<file path="config.mk">
export PLATFORM = sky130hd
export DESIGN_NAME = irq_ctrl
export DESIGN_NICKNAME = d
export VERILOG_FILES = /design/src/rtl/irq_ctrl.sv
export SDC_FILE = /design/constraint.sdc
export NUM_CORES = 1
export LEC_CHECK = 0
export ABC_AREA = 1
export BUFFER_PORTS_ARGS = -buffer_cell sky130_fd_sc_hd__buf_2
export CAP_MARGIN = 0
export CORE_ASPECT_RATIO = 1.25
export CORE_MARGIN = 4
export CORE_UTILIZATION = 50
export DETAILED_ROUTE_END_ITERATION = 10
export GPL_TIMING_DRIVEN = 0
export PLACE_DENSITY = 0.77
export SLEW_MARGIN = 20
export SYNTH_ARGS = -nofsm -noshare
export SYNTH_HDL_FRONTEND = slang
export SYNTH_SLANG_ARGS = --single-unit
</file>
<file path="constraint.sdc">
create_clock -name clk -period 1.7 [get_ports clk]
set_input_delay 0.255 -clock clk [delete_from_list [all_inputs] [get_ports clk]]
set_output_delay 0.255 -clock clk [all_outputs]
set_load 0.05 [all_outputs]
</file>
<file path="src/rtl/irq_ctrl.sv">
// Fixed-priority interrupt controller feeding cp0's ir_in.
// Requests are synchronised, latched per source (edge or level mode), masked, and held until cp0 takes them.
module irq_ctrl #(
    parameter int N_SRC = 8,
    parameter int ID_W  = 3
) (
    input  logic             clk,
    input  logic             rst,
    input  logic [N_SRC-1:0] irq_src,
    input  logic             ir_taken,
    input  logic             eret,
    input  logic [1:0]       reg_addr,
    input  logic             reg_we,
    input  logic [31:0]      reg_wdata,
    output logic [31:0]      reg_rdata,
    output logic             ir_out,
    output logic [ID_W-1:0]  irq_id,
    output logic             in_service
);

    localparam logic [1:0] ST_IDLE    = 2'd0;
    localparam logic [1:0] ST_REQ     = 2'd1;
    localparam logic [1:0] ST_SERVICE = 2'd2;

    logic [N_SRC-1:0] sync1_r, sync2_r, dly_r;
    logic [N_SRC-1:0] mask_r, pending_r, edge_sel_r;
    logic [1:0]       state_r;

    logic [N_SRC-1:0] rise_s, eligible_s, w1c_s, taken_hit_s, es_chg_s, pending_nxt_s;
    logic [1:0]       state_nxt_s;
    logic             ir_out_nxt_s, in_service_nxt_s;
    logic [ID_W-1:0]  irq_id_nxt_s;
    logic [31:0]      rdata_s, status_s;

    function automatic logic [ID_W-1:0] pick_lowest(input logic [N_SRC-1:0] v);
        logic [ID_W-1:0] id;
        id = {ID_W{1'b0}};
        for (int i = N_SRC - 1; i >= 0; i--) begin
            if (v[i]) id = ID_W'(i);
        end
        return id;
    endfunction

    function automatic logic [31:0] zext(input logic [N_SRC-1:0] v);
        logic [31:0] r;
        r = 32'd0;
        for (int i = 0; i < N_SRC; i++) r[i] = v[i];
        return r;
    endfunction

    // Pending-bit update: edge bits set beats clear; a mode change on a bit wipes it.
    always_comb begin
        rise_s      = sync2_r & ~dly_r;
        eligible_s  = pending_r & mask_r;
        taken_hit_s = {N_SRC{1'b0}};
        if (ir_taken) begin
            taken_hit_s[irq_id] = 1'b1;
        end else begin
            taken_hit_s = {N_SRC{1'b0}};
        end
        if (reg_we && (reg_addr == 2'd1)) begin
            w1c_s = reg_wdata[N_SRC-1:0];
        end else begin
            w1c_s = {N_SRC{1'b0}};
        end
        if (reg_we && (reg_addr == 2'd2)) begin
            es_chg_s = reg_wdata[N_SRC-1:0] ^ edge_sel_r;
        end else begin
            es_chg_s = {N_SRC{1'b0}};
        end
        pending_nxt_s = ((edge_sel_r & ((pending_r & ~(w1c_s | taken_hit_s)) | rise_s))
                         | (~edge_sel_r & sync2_r)) & ~es_chg_s;
    end

    // Request FSM: identity is frozen once raised, no nesting while in service.
    always_comb begin
        state_nxt_s      = state_r;
        ir_out_nxt_s     = ir_out;
        in_service_nxt_s = in_service;
        irq_id_nxt_s     = irq_id;
        case (state_r)
            ST_IDLE: begin
                if (|eligible_s) begin
                    irq_id_nxt_s = pick_lowest(eligible_s);
                    ir_out_nxt_s = 1'b1;
                    state_nxt_s  = ST_REQ;
                end else begin
                    ir_out_nxt_s = 1'b0;
                end
            end
            ST_REQ: begin
                if (ir_taken) begin
                    ir_out_nxt_s     = 1'b0;
                    in_service_nxt_s = 1'b1;
                    state_nxt_s      = ST_SERVICE;
                end else if (!eligible_s[irq_id]) begin
                    ir_out_nxt_s = 1'b0;
                    state_nxt_s  = ST_IDLE;
                end else begin
                    ir_out_nxt_s = 1'b1;
                end
            end
            ST_SERVICE: begin
                if (eret) begin
                    in_service_nxt_s = 1'b0;
                    state_nxt_s      = ST_IDLE;
                end else begin
                    in_service_nxt_s = 1'b1;
                end
            end
            default: begin
                ir_out_nxt_s     = 1'b0;
                in_service_nxt_s = 1'b0;
                state_nxt_s      = ST_IDLE;
            end
        endcase
    end

    // Register read mux; the value is captured at the edge, so reads see pre-write contents.
    always_comb begin
        status_s                = 32'd0;
        status_s[ID_W-1:0]      = irq_id;
        status_s[ID_W]          = ir_out;
        status_s[ID_W+1]        = in_service;
        case (reg_addr)
            2'd0:    rdata_s = zext(mask_r);
            2'd1:    rdata_s = zext(pending_r);
            2'd2:    rdata_s = zext(edge_sel_r);
            2'd3:    rdata_s = status_s;
            default: rdata_s = 32'd0;
        endcase
    end

    // All state, with synchronous reset overriding any request or service in flight.
    always_ff @(posedge clk) begin
        if (rst) begin
            sync1_r    <= {N_SRC{1'b0}};
            sync2_r    <= {N_SRC{1'b0}};
            dly_r      <= {N_SRC{1'b0}};
            mask_r     <= {N_SRC{1'b0}};
            pending_r  <= {N_SRC{1'b0}};
            edge_sel_r <= {N_SRC{1'b0}};
            state_r    <= ST_IDLE;
            ir_out     <= 1'b0;
            in_service <= 1'b0;
            irq_id     <= {ID_W{1'b0}};
            reg_rdata  <= 32'd0;
        end else begin
            sync1_r    <= irq_src;
            sync2_r    <= sync1_r;
            dly_r      <= sync2_r;
            pending_r  <= pending_nxt_s;
            if (reg_we && (reg_addr == 2'd0)) mask_r <= reg_wdata[N_SRC-1:0];
            if (reg_we && (reg_addr == 2'd2)) edge_sel_r <= reg_wdata[N_SRC-1:0];
            state_r    <= state_nxt_s;
            ir_out     <= ir_out_nxt_s;
            in_service <= in_service_nxt_s;
            irq_id     <= irq_id_nxt_s;
            reg_rdata  <= rdata_s;
        end
    end

endmodule

</file>
==> results of run 1 <==
-- cells in the final DEF (no fill, tap or decap), drive strengths merged, types with 6 or more instances in the layout --
cell	netlist	routed
o21ai	26	26
nand4	6	6
inv	59	59
clkbuf	6	19
a21oi	23	23
a211oi	6	6
dfxtp	63	63
buf	29	62
nor2	67	67
nand3	18	18
conb	1	24
nand2	76	76
xnor2	7	7
-- per-stage QoR --
stage	worst slack (ns)	hold slack (ns)
after floorplan	0.1966	0.3620
after global placement	0.3358	0.3884
after detailed placement	0.3445	0.3948
after CTS	0.3375	0.1054
after global routing	0.1845	0.1113
final	0.3469	0.1168
-- worst max path at each step --
stage	slack [ns]	from	cells past startpoint	end
2_1_floorplan	0.20	irq_id[0]	8	state_r[1]
3_3_place_gp	0.34	irq_id[2]	9	ir_out
3_5_place_dp	0.34	irq_id[2]	9	ir_out
4_1_cts	0.34	irq_id[2]	1	irq_id[2]
5_1_grt	0.18	state_r[0]	8	ir_out
6_report	0.35	irq_id[2]	1	irq_id[2]
-- final cells by class --
type | instances | area [um^2] | area share [%]
multi-input cells | 269 | 1361 | 37.95
well taps | 66 | 82.58 | 2.302
plain buffers | 35 | 249.0 | 6.941
clock inverters | 3 | 90.09 | 2.511
repair buffers | 33 | 165.2 | 4.604
clock buffers | 13 | 148.9 | 4.151
inverters | 59 | 229.0 | 6.383
flip-flops and latches | 63 | 1261 | 35.16
-- metal layers --
metal  routed length [um]  share of wire [%]  up-vias  global-route usage [%]
met2                 3496                 52       67                   36.10
met4                  184                2.7        0                   10.39
li1                     -                  -     1360                       -
met5                    0                  0        -                       0
met1                 2743                 41     1178                   20.32
met3                  330                4.9       17                   4.103
-- state kept, by name (all words and copies together), names as in the netlist --
name	cells
dly_r	8
edge_sel_r	8
in_service	1
ir_out	1
irq_id	3
mask_r	8
pending_r	8
reg_rdata	8
state_r	2
sync1_r	8
sync2_r	8
-- logic make-up (layout without fill, tap and decap cells) --
group / after synthesis / in the layout
flip-flops: 63 / 63
other: 1 / 24
AND/OR/NAND/NOR: 169 / 169
XOR/XNOR: 7 / 7
buffers and inverters: 94 / 143
adder cells (fa/ha/maj): 3 / 3
AO/OA/AOI/OAI: 66 / 66
-- power groups by stage --
stage	sequential, mW	combinational (mW)	clock, mW
final	1.63	0.828	1.57
after global routing	1.64	0.918	1.66
after CTS	1.63	0.833	1.60
after floorplan	1.73	0.575	0
after global placement	1.66	0.797	0
after detailed placement	1.67	0.830	0
==> impl_metrics.ini, run 1 <==
[die]
die_w_um = 77.45
start_util_pct = 51.81
die_h_um = 94.81
io_pins = 84
rows = 31
core-area_um2 = 5818
die-area_um2 = 7342

[finish]
drive_above_1_share_pct = 23.37
n_antenna_cell = 0
final_cells = 541
final_area_um2 = 3587
fillCellCount = 544
synthToLayoutAreaGrowth_pct = 19.01
final_util_pct = 61.66
final_nets = 520

[global_route]
grt_pass1_vias = 2524
grt_max_degree = 11
antenna_found_initial = 0
grt_pass1_wl_mm = 11.08
track_usage_pct = 19.38
overflow = 0

[yosys]
synth_warnings = 0
synth_top_family_by_area = simple AND/OR/NAND/NOR gates
synth_top_area_share_pct = 41.84
avgSynthCellArea_um2 = 7.479
synth_seq_cells = 63
synth_async_sr_flop_share_pct = 0
post-synth-top-count-cell = nand2_1
synth_top_cell_by_area = dfxtp_1
yosys.cell_types.count = 34
synth_adder_area_share_pct = 1.245
netlist_area_um2 = 3014
synth_edf_count = 0
ys.flop_type = dfxtp_1
synth_commonest_cells = nand2_1, dfxtp_1, nor2_1
yosysSeqAreaShare_pct = 41.84
synth_mux_area_share_pct = 0
synthXorXnorAreaFrac_pct = 2.034
synthTopCellsByArea = dfxtp_1, nand2_1, nor2_1
synthCells = 403
yosys.area_share.simple_pct = 24.82
synth-compound-area-share_pct = 14.07

[cts]
cts_root_buffer = clkbuf_8
clkSinkCount = 63
cts_made_buffers = 9
ctsResizeCount = 0
clock_latency_ns = 0.34
tritoncts = done
post_cts_hold_buffer_count = 0
cts_max_level = 3
postCtsSetupBuffers = 0
clock_path_buffers = 2
clkTransAtPathRegs_ns = 0.07

[setup_path]
critical_path.top_delay_family = flip-flops
endpoint_kind = output port
crit_chain = buf_2
arrival_ns = 1.10
reg2reg_setup_slack_ns = 0.35
crit_buf_inv = 1
crit_path_start_kind = flop
cp.required_ns = 1.44
r2r_start = irq_id[2]
rr_worst_depth = 9
critPathMaxStageDelay_ns = 0.45
crit_type = reg2out
slowest_stage = dfxtp_1
r2r_end = state_r[0]
path_max_fanout = 5

[route]
detail_route.wl_per_cell_um = 12.48
ant_nets = 0
drtIter0Drc = 141
dr.pass1.iters = 4
viasPerCell = 4.847
routed-via-count = 2622
totalWireLength_mm = 6.754
drcViolationCount = 0

[timing]
fin_skew_ns = 0.008448
setup_viol = 0
maxSlewViolCount = 0
final.setup.tns_ns = 0
rsz0062_at_grt = no
worstMarginPinSlew_ns = 0.6457
min_period_ns = 1.353
relSlewSlack_pct = 56.95
fin_crit_sh_pct = 79.60
hold_viol = 0
fmax_mhz = 739.0

[power_and_ir_drop]
power_frac_clock_pct = 39.0
leakagePower_nw = 1.675
pwr-share-comb_pct = 20.5
intPower_mw = 2.843
seqPwrFrac_pct = 40.5
p_sw_share_pct = 29.48
p_sw_mw = 1.188
p_per_area_nw_per_um2 = 1124
vdd_drop_max_mv = 0.6298
finalPower_mw = 4.031

[min_path]
hp-class = in2reg
holdPathStages = 3
hp-start = irq_src[7]
holdPathEnd = sync1_r[7]

[place]
dp.final_hpwl_mm = 5.257
io_buffers = 33
postPlaceCellArea_um2 = 3348
numPlacedInstances = 525
globalplace.congestion = 0.9008

[status]
outcome = complete, no violations

[flow_run]
maxCapViolations = 0
(Power assumes the default switching activity.)
==> run 2: changes to the inputs <==
clock period = 1.34 ns   (was 1.7 ns; I/O delays follow)
==> impl_metrics.ini, run 2 (synthesis gave the netlist of run 1 again) <==
[status]
outcome = complete, no violations

[power_and_ir_drop]
finalPower_mw = 4.707
p_per_area_nw_per_um2 = 1300
vdd_drop_max_mv = 0.8007
leakagePower_nw = 1.666

[route]
drtIter0Drc = 140
routed-via-count = 2626
totalWireLength_mm = 6.818
drcViolationCount = 0
detail_route.wl_per_cell_um = 12.60
ant_nets = 0
dr.pass1.iters = 4
viasPerCell = 4.854

[setup_path]
r2r_start = state_r[0]
crit_chain = inv_2, ha_1, inv_1, nor2_1, inv_1, nand2_1, inv_2, a21oi_2, nor2_2
path_max_fanout = 3
r2r_end = state_r[1]
critical_path.top_delay_family = flip-flops
endpoint_kind = flop
arrival_ns = 1.56
critPathMaxStageDelay_ns = 0.34
crit_path_start_kind = flop
rr_worst_depth = 9
reg2reg_setup_slack_ns = 0.02
cp.required_ns = 1.57
slowest_stage = dfxtp_2
crit_type = reg2reg
crit_buf_inv = 4

[finish]
fillCellCount = 531
n_antenna_cell = 0
seq_area_um2 = 1279
final_common_cell = nand2_1
multiInputGateArea_um2 = 1439
drive_above_1_share_pct = 29.05
synthToLayoutAreaGrowth_pct = 20.09
final_cells = 541
final_nets = 523
final_util_pct = 62.22
final_cell_mix = nand2_1, nor2_1, dfxtp_1

[place]
io_buffers = 33
dp.final_hpwl_mm = 5.208
numPlacedInstances = 525
globalplace.congestion = 0.8714

[die]
io_pins = 84
die-area_um2 = 7342
die_w_um = 77.45
core-area_um2 = 5818
die_h_um = 94.81
rows = 31
start_util_pct = 51.81

[cts]
clock_latency_ns = 0.34
cts_made_buffers = 9
tritoncts = done
clkTransAtPathRegs_ns = 0.07
post_cts_hold_buffer_count = 0
clock_path_buffers = 2
cts_max_level = 3
cts_root_buffer = clkbuf_8
clkSinkCount = 63

[global_route]
track_usage_pct = 19.69
busiest_layer = met2
grt_max_degree = 11
grt_pass1_vias = 2465
antenna_found_initial = 0
grt_pass1_wl_mm = 11.12
overflow = 0
use_met3_pct = 5.630
gr-usage-met2_pct = 35.23
grt_use_met1_pct = 20.99

[timing]
fin_crit_sh_pct = 98.83
fmax_mhz = 755.1
maxSlewViolCount = 0
final.setup.tns_ns = 0
worstMarginPinSlew_ns = 0.6053
hold_viol = 0
min_period_ns = 1.324
hold_ws_ns = 0.06237
fin_skew_ns = 0.008628
rsz0062_at_grt = yes
relSlewSlack_pct = 59.65
setup_viol = 0

[min_path]
hp-class = in2reg
holdPathEnd = sync1_r[1]
holdPathStages = 3
hp-start = irq_src[1]

[flow_run]
maxCapViolations = 0
## run 2: per-layer routing
layer  wire (um)  part of all wire (%)  vias up
li1            -                     -     1364
met1        2752                    40     1168
met2        3573                    52       77
met3         337                   4.9       17
met4         155                   2.3        0
met5           0                     0        -
## run 2: final cells by class
| cell class | count | area share, % |
|---|---|---|
| timing repair buffer | 37 | 5.392 |
| tap | 66 | 2.281 |
| clock inverter | 2 | 0.2765 |
| sequential | 63 | 35.33 |
| multi-input combinational | 269 | 39.75 |
| buffer | 34 | 6.671 |
| inverter | 59 | 6.395 |
| clock buffer | 11 | 3.906 |
## run 2: through the flow
stage	cell area, um^2	setup WS, ns
detailed placement	3352	0.01085
global placement	3352	0.04221
CTS	3508	0.007331
global route	3620	-0.06295
finish	3620	0.01562
floorplan	3104	0.01584
## run 2: worst max path at each step
stage | startpoint | slack [ns] | cells past startpoint | to
floorplan | irq_id[0] | 0.02 | 8 | state_r[1]
global placement | irq_id[2] | 0.04 | 9 | ir_out
detailed placement | state_r[1] | 0.01 | 11 | state_r[0]
CTS | state_r[0] | 0.007 | 8 | ir_out
global route | state_r[1] | -0.06 | 10 | ir_out
finish | state_r[0] | 0.02 | 9 | state_r[1]
## run 2: what timing repair did
action | 4_1_cts | 5_1_grt
resized for setup | 2 | 31
setup endpoints to repair | 3 | 5
cloned | 0 | 0
pin swaps | 0 | 9
buffers inserted | 0 | 4
## run 2: power breakdown
group          internal (mW)  total, mW  switching, mW
clock network          0.684       1.35          0.670
logic                  0.449       1.26          0.812
registers               2.00       2.09         0.0938
## run 2: worst min-delay path: stages
cell,delay (ns)
buf_2,0.07
inv_1,0.03
nor2_1,0.06
